--- config.mk ---
export PLATFORM = sky130hd
export DESIGN_NAME = avalon_mailbox_slave
export DESIGN_NICKNAME = d
export VERILOG_FILES = /design/src/rtl/avalon_mailbox_slave.sv
export SDC_FILE = /design/constraint.sdc
export NUM_CORES = 1
export LEC_CHECK = 0
export BUFFER_PORTS_ARGS = -buffer_cell sky130_fd_sc_hd__buf_2
export CORE_MARGIN = 3
export CORE_UTILIZATION = 66
export DETAILED_ROUTE_END_ITERATION = 8
export PLACE_DENSITY_LB_ADDON = 0.3
export SETUP_SLACK_MARGIN = 0.4
export SLEW_MARGIN = 5
export SYNTH_ARGS = -nofsm -noshare
export SYNTH_HDL_FRONTEND = slang
export SYNTH_SLANG_ARGS = --single-unit
export TNS_END_PERCENT = 30
--- constraint.sdc ---
create_clock -name avs_mb_clk -period 7.5 [get_ports avs_mb_clk]
set_clock_uncertainty 0.1 [all_clocks]
set_input_delay 1.5 -clock avs_mb_clk [delete_from_list [all_inputs] [get_ports avs_mb_clk]]
set_output_delay 1.5 -clock avs_mb_clk [all_outputs]
set_load 0.02 [all_outputs]
--- src/rtl/avalon_mailbox_slave.sv ---
// Avalon-MM mailbox: host-written TX FIFO, locally-filled RX FIFO, status/control/scratch
// registers and a level interrupt, with every transfer stretched by a fixed waitrequest.
// state | meaning
// IDLE  | no transfer in progress
// BUSY  | counting down waitrequest cycles
// ACK   | transfer completes, side effects applied
module avalon_mailbox_slave #(
  parameter int data_width      = 32,
  parameter int fifo_depth_log2 = 4,
  parameter int wait_cycles     = 1
) (
  input  logic                  avs_mb_clk,
  input  logic                  avs_mb_reset,
  input  logic [2:0]            avs_mb_address,
  input  logic                  avs_mb_read,
  input  logic                  avs_mb_write,
  input  logic [data_width-1:0] avs_mb_writedata,
  output logic [data_width-1:0] avs_mb_readdata,
  output logic                  avs_mb_waitrequest,
  output logic                  avs_mb_irq,
  output logic [data_width-1:0] coe_tx_data,
  output logic                  coe_tx_valid,
  input  logic                  coe_tx_ready,
  input  logic [data_width-1:0] coe_rx_data,
  input  logic                  coe_rx_valid,
  output logic                  coe_rx_ready
);

  localparam int depth = 1 << fifo_depth_log2;
  localparam int aw    = fifo_depth_log2;
  localparam int lw    = fifo_depth_log2 + 1;

  localparam logic [1:0] st_idle = 2'd0;
  localparam logic [1:0] st_busy = 2'd1;
  localparam logic [1:0] st_ack  = 2'd2;

  logic [1:0] state;
  logic [3:0] cnt;
  logic       req, enter_ack, in_ack, host_wr, host_rd, rd_pop_q;

  logic [data_width-1:0] tx_mem [depth];
  logic [data_width-1:0] rx_mem [depth];
  logic [aw-1:0]         tx_wr_ptr, tx_rd_ptr, rx_wr_ptr, rx_rd_ptr;
  logic [lw-1:0]         tx_level, rx_level;
  logic                  tx_full, tx_empty, rx_full, rx_empty;
  logic                  tx_push, tx_pop, tx_flush, rx_push, rx_pop, rx_flush;
  logic                  wr_data, wr_ctrl, wr_stclr, wr_scratch;

  logic                  irq_en, tx_drop, rx_underflow;
  logic [data_width-1:0] scratch, rd_mux, status;

  assign req       = avs_mb_read | avs_mb_write;
  assign in_ack    = (state == st_ack);
  assign enter_ack = req && (((state == st_idle) && (wait_cycles == 0)) ||
                             ((state == st_busy) && (cnt == 4'd1)));
  assign avs_mb_waitrequest = !avs_mb_reset && req && !in_ack;

  always_ff @(posedge avs_mb_clk or posedge avs_mb_reset) begin
    if (avs_mb_reset) begin
      state <= st_idle;
      cnt   <= '0;
    end else begin
      case (state)
        st_idle: if (req) begin
          if (wait_cycles == 0) state <= st_ack;
          else begin
            state <= st_busy;
            cnt   <= 4'(wait_cycles);
          end
        end
        st_busy: begin
          if (!req) state <= st_idle;
          else if (cnt == 4'd1) state <= st_ack;
          else cnt <= cnt - 4'd1;
        end
        default: state <= st_idle;
      endcase
    end
  end

  assign host_wr    = in_ack && avs_mb_write;
  assign host_rd    = in_ack && avs_mb_read && !avs_mb_write;
  assign wr_data    = host_wr && (avs_mb_address == 3'd0);
  assign wr_ctrl    = host_wr && (avs_mb_address == 3'd2);
  assign wr_stclr   = host_wr && (avs_mb_address == 3'd3);
  assign wr_scratch = host_wr && (avs_mb_address == 3'd4);

  assign tx_full  = (tx_level == lw'(depth));
  assign tx_empty = (tx_level == '0);
  assign rx_full  = (rx_level == lw'(depth));
  assign rx_empty = (rx_level == '0);

  assign tx_push  = wr_data && !tx_full;
  assign tx_pop   = coe_tx_ready && !tx_empty;
  assign tx_flush = wr_ctrl && avs_mb_writedata[1];
  // The pop decision is frozen when readdata is captured, so a word is never popped unseen.
  assign rx_pop   = host_rd && rd_pop_q;
  assign rx_push  = coe_rx_valid && (!rx_full || rx_pop);
  assign rx_flush = wr_ctrl && avs_mb_writedata[2];

  assign coe_tx_data  = tx_mem[tx_rd_ptr];
  assign coe_tx_valid = !tx_empty;
  assign coe_rx_ready = !rx_full;

  always_ff @(posedge avs_mb_clk) begin
    if (tx_push) tx_mem[tx_wr_ptr] <= avs_mb_writedata;
    if (rx_push) rx_mem[rx_wr_ptr] <= coe_rx_data;
  end

  always_ff @(posedge avs_mb_clk or posedge avs_mb_reset) begin
    if (avs_mb_reset) begin
      tx_wr_ptr <= '0;
      tx_rd_ptr <= '0;
      tx_level  <= '0;
    end else if (tx_flush) begin
      tx_wr_ptr <= '0;
      tx_rd_ptr <= '0;
      tx_level  <= '0;
    end else begin
      if (tx_push) tx_wr_ptr <= tx_wr_ptr + aw'(1);
      if (tx_pop)  tx_rd_ptr <= tx_rd_ptr + aw'(1);
      if (tx_push && !tx_pop)      tx_level <= tx_level + lw'(1);
      else if (!tx_push && tx_pop) tx_level <= tx_level - lw'(1);
    end
  end

  always_ff @(posedge avs_mb_clk or posedge avs_mb_reset) begin
    if (avs_mb_reset) begin
      rx_wr_ptr <= '0;
      rx_rd_ptr <= '0;
      rx_level  <= '0;
    end else if (rx_flush) begin
      rx_wr_ptr <= '0;
      rx_rd_ptr <= '0;
      rx_level  <= '0;
    end else begin
      if (rx_push) rx_wr_ptr <= rx_wr_ptr + aw'(1);
      if (rx_pop)  rx_rd_ptr <= rx_rd_ptr + aw'(1);
      if (rx_push && !rx_pop)      rx_level <= rx_level + lw'(1);
      else if (!rx_push && rx_pop) rx_level <= rx_level - lw'(1);
    end
  end

  always_comb begin
    status        = '0;
    status[0]     = tx_full;
    status[1]     = tx_empty;
    status[2]     = rx_full;
    status[3]     = rx_empty;
    status[4]     = tx_drop;
    status[5]     = rx_underflow;
    status[15:8]  = 8'(rx_level);
    status[23:16] = 8'(tx_level);
  end

  always_comb begin
    rd_mux = '0;
    case (avs_mb_address)
      3'd0: rd_mux = rx_empty ? '0 : rx_mem[rx_rd_ptr];
      3'd1: rd_mux = status;
      3'd2: rd_mux[0] = irq_en;
      3'd4: rd_mux = scratch;
      default: rd_mux = '0;
    endcase
  end

  always_ff @(posedge avs_mb_clk or posedge avs_mb_reset) begin
    if (avs_mb_reset) begin
      avs_mb_readdata <= '0;
      rd_pop_q        <= 1'b0;
    end else if (enter_ack) begin
      rd_pop_q <= avs_mb_read && !avs_mb_write && (avs_mb_address == 3'd0) && !rx_empty;
      if (avs_mb_read && !avs_mb_write) avs_mb_readdata <= rd_mux;
    end
  end

  always_ff @(posedge avs_mb_clk or posedge avs_mb_reset) begin
    if (avs_mb_reset) begin
      irq_en       <= 1'b0;
      tx_drop      <= 1'b0;
      rx_underflow <= 1'b0;
      scratch      <= '0;
      avs_mb_irq   <= 1'b0;
    end else begin
      avs_mb_irq <= irq_en && (!rx_empty || tx_drop || rx_underflow);
      if (wr_ctrl)    irq_en  <= avs_mb_writedata[0];
      if (wr_scratch) scratch <= avs_mb_writedata;
      if (wr_data && tx_full) tx_drop <= 1'b1;
      else if (wr_stclr && avs_mb_writedata[4]) tx_drop <= 1'b0;
      if (host_rd && (avs_mb_address == 3'd0) && !rd_pop_q) rx_underflow <= 1'b1;
      else if (wr_stclr && avs_mb_writedata[5]) rx_underflow <= 1'b0;
    end
  end

endmodule

After elaboration in Yosys (flattened, before gate mapping)
Memory sizes are Yosys's and may differ from the RTL's.
Index checks and enable logic that the tools add are counted.
{ "classes": {"addsub": 9, "eq_ne": 13, "mux": 33, "n_bitwise": 1, "n_reduce_logical": 61} }
{ "op_table": {"columns": ["cell", "count"], "rows": [
  ["$pmux W31 S3", 1],
  ["$mux W4", 11],
  ["$mux W32", 1],
  ["$logic_and A1 B1 Y1", 30],
  ["$mux W5", 6],
  ["$add A4 B1 Y4 const B", 4],
  ["$reduce_bool A2 Y1", 7],
  ["$logic_not A1 Y1", 12],
  ["$add A5 B1 Y5 const B", 2],
  ["$eq A5 B5 Y1 const B", 2],
  ["$logic_not A5 Y1", 2],
  ["$sub A5 B1 Y5 const B", 2],
  ["$mux W1", 8],
  ["$pmux W4 S2", 1],
  ["$eq A3 B2 Y1 const B", 2],
  ["$mux W2", 3],
  ["$ne A2 B2 Y1 const B", 3],
  ["$reduce_bool A3 Y1", 2],
  ["$eq A4 B1 Y1 const B", 1],
  ["$pmux W1 S4", 1],
  ["$pmux W2 S2", 1],
  ["$reduce_and A2 Y1", 2],
  ["$reduce_and A4 Y1", 1],
  ["$sub A4 B1 Y4 const B", 1],
  ["9 further kinds", 11]
]} }
{ "totals": {"reg_bits": 101, "ram_bits": 1024, "out_inout_bits": 68, "memories": 2} }
{ "mem_list": {"columns": ["memory", "depth", "word_bits", "read_ports", "rd_clocked_by_memory_dff", "write_ports", "line_no", "source"], "rows": [
  ["rx_mem", 16, 32, 1, 0, 1, "42", "logic [data_width-1:0] rx_mem [depth];"],
  ["tx_mem", 16, 32, 1, 0, 1, "41", "logic [data_width-1:0] tx_mem [depth];"]
]} }

Longest topological paths before layout
Gate-level depths: netlist of run 1.
{ "logic_depth": {"word_depth": 11, "depth_mapped": 10, "mapped_depth_nobuf": 9} }

Least setup slack after synthesis of run 1
Ideal clock, no wire load.
{ "synth_timing": {"path_type": "input -> register", "from": "input port avs_mb_write", "to": "memory rx_mem[1][0] (enable)", "setup_ps": 502, "arrival_time_ps": 5299, "t_required_ps": 6898, "slack_ps": 1599, "stages": 4, "path_buffers": 0, "path_cell_list": "nand4bb_1 nor2_2 o21ai_2 nor4_1"} }
{ "synth_via": {"elab_chain_cells": 7} }
{ "synth_lines": {"columns": ["element", "line_no", "source"], "rows": [
  ["start, declared", "16", "input logic avs_mb_write,"],
  ["$logic_not A1 Y1", "82", "assign host_rd = in_ack && avs_mb_read && !avs_mb_write;"],
  ["$logic_and A1 B1 Y1", "82", null],
  ["$logic_and A1 B1 Y1", "97", "assign rx_pop = host_rd && rd_pop_q;"],
  ["$logic_or A1 B1 Y1", "98", "assign rx_push = coe_rx_valid && (!rx_full || rx_pop);"],
  ["$logic_and A1 B1 Y1", "98", null],
  ["$mux W1", "107", "if (rx_push) rx_mem[rx_wr_ptr] <= coe_rx_data;"],
  ["$mux W1 (not written as such)", "107", null],
  ["end, declared", "42", null]
]} }
No other way between the ends.

Worst setup path in the final report of run 1
{ "layout_timing": {"from": "register tx_rd_ptr[0]", "to": "output port coe_tx_data[26]"} }
{ "layout_via": {"elab_chain_cells": 1} }
{ "layout_lines": {"columns": ["element", "line_no", "source"], "rows": [
  ["start, declared", "43", "logic [aw-1:0] tx_wr_ptr, tx_rd_ptr, rx_wr_ptr, rx_rd_ptr;"],
  ["start signal, assigned", "121", "if (tx_pop) tx_rd_ptr <= tx_rd_ptr + aw'(1);"],
  ["$mem_v2 Z16 W32", null, null],
  ["end, declared", "21", "output logic [data_width-1:0] coe_tx_data,"]
]} }
No other way between the ends.

==> results by group, run 1 <==
Outcome
  – Status: completed

Clock tree
  – Clock buffer count from CTS: 105
  – Post_cts resized: 0
  – Clk_lat worst skew: 0.67 ns
  – CTS tree: yes
  – H-tree lvl count: 3
  – Clock-pin slew on the worst setup and hold paths: 0.06 ns
  – Clock sinks: 1125
  – Post-CTS Hold Buffers: 0
  – CTS root buf: clkbuf_16
  – Post-CTS Setup Bufs: 0
  – CTS max path bufs: 3

Timing
  – Final setup fails: 0
  – Setup slack after layout: 2.19 ns
  – Tmin final: 5.31 ns
  – Achievable Freq: 188 MHz
  – Final Cycle Share: 0.708
  – Final setup TNS: 0 ns
  – Hold Vio Cnt, Final: 0
  – Slew headroom: 0.157
  – Slew @ Worst Pin: 1.26 ns
  – RSZ-0062 raised after global routing: no
  – Slew Limit Fails: 0

Floorplanning
  – Row cnt: 93
  – Core area: 64900 um2
  – Die Wd: 263 um
  – Die height: 263 um
  – Initial Util: 0.672
  – I/O pin count: 141
  – Die area: between 60000 and 70000 um2

Place
  – Pre-CTS setup slack: around 2.7 ns
  – GP Congestion: 0.848
  – HPWL after detailed placement: 52400 um
  – Dpl cells: 2915
  – Number of port buffers: 140
  – Placed Instance Area: 45300 um2

Critical path
  – Critical Path RT: 5.90 ns
  – CP Capture Type: output pin
  – CP Launch Type: register
  – WP buf/inv: 2
  – Kind of critical path: register to output pin
  – CP Cell Sequence: buf_4, mux4_2, mux4_2, buf_2
  – Critical Path Max Stage Delay: 0.96 ns
  – Crit path DAT: 3.71 ns
  – Critical path's top delay family: multiplexers
  – Crit-path slowest cell: dfrtp_4
  – Crit Path Max Fanout: 38
  – Most frequent CP cell: mux4_2

Route
  – DRC Markers: 0
  – Drt total wl: between 90000 and 100000 um
  – DRT Pass-1 Iters: 5
  – Wirelength per Cell: between 30 and 40 um
  – Antenna Violating Nets Remaining: 0
  – Via count: 21300
  – Vias per Instance: 6.84
  – Iter 0 DRT Violations: 2797

Logic synthesis
  – Synth Cell Area: 43600 um2
  – Yosys cell types: 64
  – Post-synth EDFFs: 1024
  – Main flop type after synthesis: edfxtp_1
  – Yosys warnings: 0
  – Syn Nets: 2088
  – Share of flip-flops with an asynchronous set or reset: 0.0898
  – Post-Synthesis Cells: 1994
  – Yosys reg bits: 1125
  – Sequential fraction of the synthesis area: 0.763
  – Syn_area_per_cell: 21.9 um2

Run
  – Max Cap Viol: 0

Finish
  – Finished Layout Cells: 3117
  – Multi-input gate area: 9910 um2
  – Share of cells above drive strength 1: 0.318
  – Layout area overhead: 12.1%
  – # nets final: around 2300
  – Design area: about 49000 um2
  – Fin util: 0.753
  – Register area: 33300 um2
  – Most frequent cells in the layout: 1024 x edfxtp_1, 288 x mux4_2, 140 x buf_2
  – Commonest non-fill, non-tap cell in the layout: edfxtp_1
  – Filler cells: roughly 3400

Global routing
  – First-pass GRT wire length: roughly 150000 um
  – Largest net degree at the start of global routing: 79
  – All-Layer GR Usage: 0.291
  – Vias in the first global route: 22500
  – Total gr overflow: 0
  – Antenna violations before repair: 11

Power and ir drop
  – Max VDD drop: 0.262 mV
  – Leak: 16.1 nW
  – PwrDens: about 340 nW/um2

Min path
  – Hold Crit Class: register to register
routing by layer:
layer,track usage,vias to the layer above,share of wire,routed length [um]
li1,-,8691,-,-
met1,0.390,11300,0.36,35600
met2,0.492,1130,0.53,52100
met3,0.0521,230,0.079,7800
met4,0.0992,10,0.031,3100
met5,0,-,0.00063,62
cells in the mapped netlist (12+ instances only):
library cell | count | area, um2
a31oi_1 | 16 | 100
edfxtp_1 | 1024 | 30700
mux2_2 | 36 | 405
mux2i_1 | 34 | 340
ha_1 | 19 | 238
nand3_1 | 24 | 120
o21ai_0 | 18 | 90.1
buf_2 | 43 | 215
clkbuf_1 | 47 | 176
dfrtp_1 | 101 | 2530
mux4_2 | 288 | 6490
nand2_1 | 32 | 120
a21oi_1 | 20 | 100
nor2_1 | 56 | 210
o22ai_1 | 15 | 93.8
a22oi_1 | 28 | 210
and3_1 | 28 | 175
inv_1 | 19 | 71.3
a211o_1 | 12 | 105
worst paths after layout:
check                             start  slack (ns)  cells after the start            endpoint
max reg2reg                    state[0]        3.81                      5        tx_mem[7][0]
min reg2reg                    rd_pop_q        0.37                      1        rx_underflow
min                            rd_pop_q        0.37                      1        rx_underflow
max in group asynchronous  avs_mb_reset        5.18                      3        tx_rd_ptr[1]
min in group asynchronous  avs_mb_reset        0.71                      2  avs_mb_readdata[9]
max                        tx_rd_ptr[0]        2.19                      4     coe_tx_data[26]
power by group:
part	internal (mW)	switching (mW)
clock	3.19	2.27
combinational	1.65	1.82
sequential	7.35	0.509
total	12.2	4.59
registers in the layout, summed over array words and instances (netlist names):
signal           cells
avs_mb_irq           1
tx_rd_ptr            4
rx_rd_ptr            4
rx_level             5
state                2
rd_pop_q             1
irq_en               1
rx_underflow         1
rx_mem             512
scratch             32
tx_drop              1
cnt                  4
avs_mb_readdata     32
rx_wr_ptr            4
tx_wr_ptr            4
tx_level             5
tx_mem             512
layout make-up:
| cell class | instances | area share |
|---|---|---|
| inverter | 19 | 0.00151 |
| clock inverter | 67 | 0.0154 |
| clock buffer | 129 | 0.0574 |
| multi-input combinational | 741 | 0.203 |
| sequential | 1125 | 0.681 |
| antenna | 6 | 0.000307 |
| timing repair buffer | 175 | 0.0200 |
| tap | 855 | 0.0219 |
logic make-up (layout without fill, tap and decap cells):
group | Yosys count | in the layout | synth area share
flip-flops | 1125 | 1125 | 0.763
adder cells (fa/ha/maj) | 21 | 21 | 0.00637
AO/OA/AOI/OAI | 146 | 146 | 0.0243
other | 0 | 6 | 0
AND/OR/NAND/NOR | 197 | 197 | 0.0236
multiplexers | 359 | 359 | 0.166
XOR/XNOR | 18 | 18 | 0.00379
buffers and inverters | 128 | 390 | 0.0130
metrics by stage:
step / hold WS, ns / power, mW
global placement: 0.355 / 11.3
global route: 0.399 / 17.3
detailed placement: 0.351 / 11.4
finish: 0.375 / 16.8
floorplan: 0.334 / 10.3
CTS: 0.381 / 16.9
Note: power is estimated with default switching activity, not from simulation.
==> inputs of run 2 (changes only) <==
--- a/config.mk
+++ b/config.mk
@@ -7,7 +7,7 @@
 export LEC_CHECK = 0
 export BUFFER_PORTS_ARGS = -buffer_cell sky130_fd_sc_hd__buf_2
 export CORE_MARGIN = 3
-export CORE_UTILIZATION = 66
+export CORE_UTILIZATION = 56
 export DETAILED_ROUTE_END_ITERATION = 8
 export PLACE_DENSITY_LB_ADDON = 0.3
 export SETUP_SLACK_MARGIN = 0.4
==> constraint.sdc (replaced) <==
create_clock -name avs_mb_clk -period 4.4 [get_ports avs_mb_clk]
set_clock_uncertainty 0.1 [all_clocks]
set_input_delay 0.88 -clock avs_mb_clk [delete_from_list [all_inputs] [get_ports avs_mb_clk]]
set_output_delay 0.88 -clock avs_mb_clk [all_outputs]
set_load 0.02 [all_outputs]
==> run 2 against run 1 <==
Non-clock buffer count rose by 50. Combinational power increased by 78%. Routed wire length is 4.0% lower. Via count decreased by 0.85%. Critical path depth did not move. Cell count is 7.5% higher. Count of clock-buffer cells in the layout rose by 6. Critical path type unchanged.
==> results by group, run 2 (synthesis results as in run 1) <==
Global routing
  – Vias in the first global route: 21900 (-2.8%)
  – All-Layer GR Usage: 0.236 (-0.0548)
  – Total gr overflow: 0 (unchanged)
  – First-pass GRT wire length: 143000 um (-3.5%)
  – Largest net degree at the start of global routing: 77 (-2.5%)
  – Antenna violations before repair: 14 (+3)

Timing
  – Setup slack after layout: 0.588 ns (-1.60 ns)
  – Hold Vio Cnt, Final: 0 (unchanged)
  – Final setup TNS: 0 ns (unchanged)
  – Slew headroom: 0.210 (+0.0530)
  – Slew Limit Fails: 0 (unchanged)
  – Tmin final: 3.81 ns
  – Hold_ws: 0.359 ns (-0.0155 ns)
  – Slew @ Worst Pin: 1.19 ns (-0.0796 ns)
  – RSZ-0062 raised after global routing: no
  – Achievable Freq: 262 MHz
  – Final Cycle Share: 0.866
  – Final setup fails: 0 (unchanged)

Finish
  – Commonest non-fill, non-tap cell in the layout: edfxtp_1
  – Share of cells above drive strength 1: 0.332 (+0.0138)
  – Multi-input gate area: 9910 um2 (unchanged)
  – Regs by FF count: rx_mem x512, tx_mem x512
  – Layout area overhead: 14.0%
  – Filler cells: 5009 (+47%)
  – Most frequent cells in the layout: 1024 x edfxtp_1, 288 x mux4_2, 140 x buf_2
  – # nets final: 2315 (+2.4%)
  – Register area: 33300 um2 (unchanged)

Place
  – Pre-CTS setup slack: 0.837 ns (-1.88 ns)
  – Number of port buffers: 140 (unchanged)
  – GP Congestion: 0.817 (-3.6%)
  – HPWL after detailed placement: 57200 um (+9.1%)

Route
  – DRT Pass-1 Iters: 5 (unchanged)
  – Via count: 21100 (-0.85%)
  – Post-route met1 wirelength: 37400 um (+5.1%)
  – Met2 WL: 47700 um (-8.5%)
  – DRC Markers: 0 (unchanged)
  – Iter 0 DRT Violations: 2139 (-24%)
  – Drt total wl: 94700 um (-4.0%)
  – DR WL met3: 6930 um (-11%)
  – Wirelength per Cell: 28.3 um (-11%)
  – Antenna Violating Nets Remaining: 0 (unchanged)
  – Vias per Instance: 6.31 (-7.8%)
  – Top routing layer in use: met5

Floorplanning
  – I/O pin count: 141 (unchanged)
  – Die area: 81300 um2 (+17%)
  – Die Wd: 285 um (+8.4%)
  – Core area: 76600 um2 (+18%)
  – Initial Util: 0.570 (-0.102)
  – Die height: 285 um (+8.4%)
  – Row cnt: 101 (+8.6%)

Power and ir drop
  – PwrDens: 579 nW/um2 (+69%)
  – Max VDD drop: 0.391 mV (+49%)
  – Leak: 16.4 nW (+2.0%)
  – Tot Pwr: 28.8 mW (+71%)

Critical path
  – CP Cell Sequence: buf_4, mux4_2, mux4_2, buf_2
  – Crit path DAT: 2.83 ns (-0.88 ns)
  – Critical Path RT: 3.42 ns (-2.48 ns)
  – Crit Path Max Fanout: 20 (-47%)
  – Most frequent CP cell: mux4_2
  – Crit-path slowest cell: dfrtp_4
  – Kind of critical path: register to output pin
  – CP Launch Type: register
  – Critical Path Max Stage Delay: 0.72 ns (-0.24 ns)
  – CP Capture Type: output pin

Run
  – Max Cap Viol: 0 (unchanged)

Clock tree
  – Post_cts resized: 0 (unchanged)
  – H-tree lvl count: 3 (unchanged)
  – Clk_lat worst skew: 0.67 ns (about the same)
  – Post-CTS Hold Buffers: 0 (unchanged)
  – Clock buffer count from CTS: 109 (+3.8%)
  – Clock-pin slew on the worst setup and hold paths: 0.06 ns (about the same)
  – Clock sinks: 1125 (unchanged)
  – CTS tree: yes
  – CTS max path bufs: 3 (unchanged)
  – CTS root buf: clkbuf_16

Min path
  – Hold Crit Class: primary input to async pin

Outcome
  – Status: completed
## run 2: cell types whose count changed in the layout (fill, tap and decap cells not counted), moves of 4 or more
cell	change
clkbuf_16	+6
buf_12	+15
clkbuf_1	+4
clkinv_1	+5
clkbuf_8	-4
bufinv_16	-4
clkinv_2	+4
buf_4	+34
## run 2: path summary, 6_finish.rpt
path,from,endpoint,slack (ns),depth (start not counted)
worst max-delay path,tx_rd_ptr[1],coe_tx_data[4],0.59,4
worst min-delay path,avs_mb_reset,cnt[2],0.36,2
min in group avs_mb_clk,rd_pop_q,rx_underflow,0.37,1
worst max register to register,state[0],rx_mem[14][30],1.27,5
max in group asynchronous,avs_mb_reset,avs_mb_readdata[24],2.85,3
worst min register to register,rd_pop_q,rx_underflow,0.37,1
## run 2: layout make-up
| type | instances | share of cell area |
|---|---|---|
| antenna | 5 | 0.000252 |
| clock buffer | 135 | 0.0587 |
| clock inverter | 71 | 0.0131 |
| inverter | 19 | 0.00148 |
| multi-input combinational | 741 | 0.199 |
| sequential | 1125 | 0.670 |
| tap | 1030 | 0.0259 |
| timing repair buffer | 225 | 0.0314 |
## run 2: power breakdown
part | internal [mW] | switching, mW | leakage (nW)
clock network | 5.36 | 3.90 | 1.76
logic | 3.02 | 3.16 | 4.15
registers | 12.5 | 0.793 | 10.5
## run 2: what timing repair did
item,CTS,global route
setup buffers,8,1
setup endpoints to repair,27,6
pin swaps,0,0
## run 2: per-stage QoR
step | util | instance area, um2 | instances
final | 0.649 | 49700 | 3351
after floorplan | - | 43600 | 1994
after CTS | 0.649 | 49700 | 3345
after global placement | 0.601 | 46000 | 3131
after global routing | 0.649 | 49700 | 3348
after detailed placement | 0.601 | 46000 | 3131
## run 2: critical path: cells and delay by family (launching register included)
family	cells	cell delay, ns
DFF	1	0.72
muxes	2	0.87
buffers and inverters	2	0.55
## run 2: metal layers
layer  GRT usage  up-vias
met1       0.331    11300
met2       0.386      863
met5           0        -
met4      0.0690       12
li1            -     8825
met3      0.0427      188
==> inputs of run 3 (changes only) <==
--- a/config.mk
+++ b/config.mk
@@ -10,9 +10,10 @@
 export CORE_UTILIZATION = 56
 export DETAILED_ROUTE_END_ITERATION = 8
 export PLACE_DENSITY_LB_ADDON = 0.3
+export RECOVER_POWER = 100
 export SETUP_SLACK_MARGIN = 0.4
 export SLEW_MARGIN = 5
 export SYNTH_ARGS = -nofsm -noshare
 export SYNTH_HDL_FRONTEND = slang
 export SYNTH_SLANG_ARGS = --single-unit
-export TNS_END_PERCENT = 30
+export TNS_END_PERCENT = 1
==> run 3 against run 2 <==
The flow now finishes with violations (max-capacitance violations, max-slew violations). Utilization is 0.60 points lower. Worst setup slack got worse by 0.19 ns. Routed wire length about the same. Sequential power barely moved. Count of clock-buffer cells in the layout is the same. Sequential share of layout area rose by 0.61 points. Register-to-register slack worse by 0.76 ns. Clock power hardly changed. Combinational power fell by 3%. Hold slack gained 0.011 ns. Fmax shrank 4.7%. Die area unchanged. Critical endpoint unchanged. Largest cell class unchanged. Largest power group unchanged.
==> results by group, run 3 (synthesis results as in run 1) <==
Timing
  – Slew @ Worst Pin: 2.14 ns (+0.959 ns)
  – Final Cycle Share: 0.909 (+0.0425)
  – Slew headroom: -0.436 (-0.645)
  – RSZ-0062 raised after global routing: no
  – Final setup fails: 0 (unchanged)
  – Achievable Freq: 250 MHz (-4.7%)
  – Setup slack after layout: 0.401 ns (-0.187 ns)
  – Hold Vio Cnt, Final: 0 (unchanged)
  – Tmin final: 4.00 ns (+0.187 ns)
  – Slew Limit Fails: 87 (+87)

Clock tree
  – Clock sinks: 1125 (unchanged)
  – Clk_lat worst skew: 0.66 ns (about the same)
  – Clock-pin slew on the worst setup and hold paths: 0.06 ns (about the same)
  – Clock buffer count from CTS: 109 (unchanged)
  – CTS tree: yes
  – Post-CTS Hold Buffers: 0 (unchanged)
  – CTS root buf: clkbuf_16
  – H-tree lvl count: 3 (unchanged)
  – CTS max path bufs: 3 (unchanged)

Floorplanning
  – Die area: 81300 um2 (unchanged)
  – Die Wd: 285 um (unchanged)
  – Die height: 285 um (unchanged)
  – I/O pin count: 141 (unchanged)
  – Row cnt: 101 (unchanged)
  – Core area: 76600 um2 (unchanged)
  – Initial Util: 0.570 (unchanged)

Place
  – HPWL after detailed placement: 57200 um (unchanged)
  – Pre-CTS setup slack: 0.837 ns (unchanged)
  – GP Congestion: 0.817 (unchanged)
  – Number of port buffers: 140 (unchanged)
  – Dpl cells: 3131 (unchanged)
  – Placed Instance Area: 46000 um2 (unchanged)

Global routing
  – Vias in the first global route: 21900 (unchanged)
  – Largest net degree at the start of global routing: 77 (unchanged)
  – First-pass GRT wire length: 143000 um (unchanged)
  – Antenna violations before repair: 13 (-1)
  – All-Layer GR Usage: 0.236 (unchanged)
  – Total gr overflow: 0 (unchanged)

Critical path
  – CP Launch Type: register
  – CP Capture Type: output pin
  – Crit Path Max Fanout: 20 (unchanged)
  – Kind of critical path: register to output pin
  – Critical Path RT: 3.42 ns (about the same)
  – Crit path DAT: 3.02 ns (+0.19 ns)

Finish
  – # nets final: 2315 (unchanged)
  – Filler cells: 5134 (+2.5%)
  – Commonest non-fill, non-tap cell in the layout: edfxtp_1
  – Design area: 49300 um2 (-0.92%)
  – Share of cells above drive strength 1: 0.257 (-0.0751)
  – Layout area overhead: 12.9%
  – Regs by FF count: rx_mem x512, tx_mem x512
  – Most frequent cells in the layout: 1024 x edfxtp_1, 288 x mux4_2, 159 x clkbuf_1
  – Finished Layout Cells: 3351 (unchanged)

Route
  – Antenna Violating Nets Remaining: 0 (unchanged)
  – Iter 0 DRT Violations: 2218 (+3.7%)
  – Wirelength per Cell: 28.2 um (about the same)
  – Vias per Instance: 6.31 (about the same)
  – DRT Pass-1 Iters: 5 (unchanged)
  – Via count: 21100 (-0.019%)
  – Drt total wl: 94600 um (about the same)
  – DRC Markers: 0 (unchanged)

Power and ir drop
  – PwrDens: 580 nW/um2 (+0.23%)
  – Tot Pwr: 28.6 mW (-0.70%)
  – Max VDD drop: 0.384 mV (-1.6%)
  – Leak: 15.9 nW (-2.9%)

Run
  – Max Cap Viol: 4 (+4)

Min path
  – Hold Crit Class: register to register

Outcome
  – Status: complete, but fails checks
  – Violated checks: max-capacitance violations, max-slew violations
[run 3: cell types whose count changed in the layout (fill, tap and decap cells not counted), sizes merged]
| cell | change |
|---|---|
| buf | -167 |
| clkbuf | +167 |
[run 3: report_power, final]
group | switching [mW] | internal [mW]
clock | 3.88 | 5.36
sequential | 0.779 | 12.5
combinational | 3.13 | 2.89
[run 3: worst max-delay path, cell delays in order, from the launching register on]
cell and delay (ns):
dfrtp_2 0.87, buf_4 0.41, mux4_2 0.37, mux4_2 0.50
clkbuf_1 0.19
[run 3: final timing paths]
kind / start / to / slack, ns / cells after the start
worst max-delay path: tx_rd_ptr[1] / coe_tx_data[4] / 0.40 / 4
worst min register to register: rd_pop_q / rx_underflow / 0.37 / 1
worst min-delay path: rd_pop_q / rx_underflow / 0.37 / 1
worst max register to register: state[0] / tx_mem[10][22] / 0.51 / 6
max in group asynchronous: avs_mb_reset / avs_mb_readdata[24] / 1.88 / 3
min in group asynchronous: avs_mb_reset / avs_mb_irq / 0.40 / 2
[run 3: metrics by stage]
step                      hold WS, ns  setup TNS, ns   util
after floorplan                 0.334        -144.91      -
final                           0.370              0  0.643
after CTS                       0.367              0  0.649
after global placement          0.354              0  0.601
after detailed placement        0.360              0  0.601
after global routing            0.391              0  0.643
[run 3: cell type report]
cell class	instances	area [um2]	share of cell area
Clock inverter	71	652	0.0132
Multi-Input combinational cell	741	9740	0.198
Sequential cell	1125	33300	0.676
Inverter	19	73.8	0.00150
Timing Repair Buffer	225	1270	0.0258
Tap cell	1030	1290	0.0262
Antenna cell	5	12.5	0.000254
Clock buffer	135	2920	0.0593
[run 3: timing repair]
item | in CTS | in global routing
setup endpoints to repair | 27 | 6
setup buffers | 8 | 1
gates cloned | 0 | 0
gates resized for setup | 0 | 0
[run 3: per-layer routing]
layer / track usage / up-vias / share of wire
met1: 0.331 / 11300 / 0.40
met2: 0.386 / 849 / 0.51
met3: 0.0427 / 177 / 0.070
li1: - / 8825 / -
met5: 0 / - / 0.00085
met4: 0.0690 / 12 / 0.027
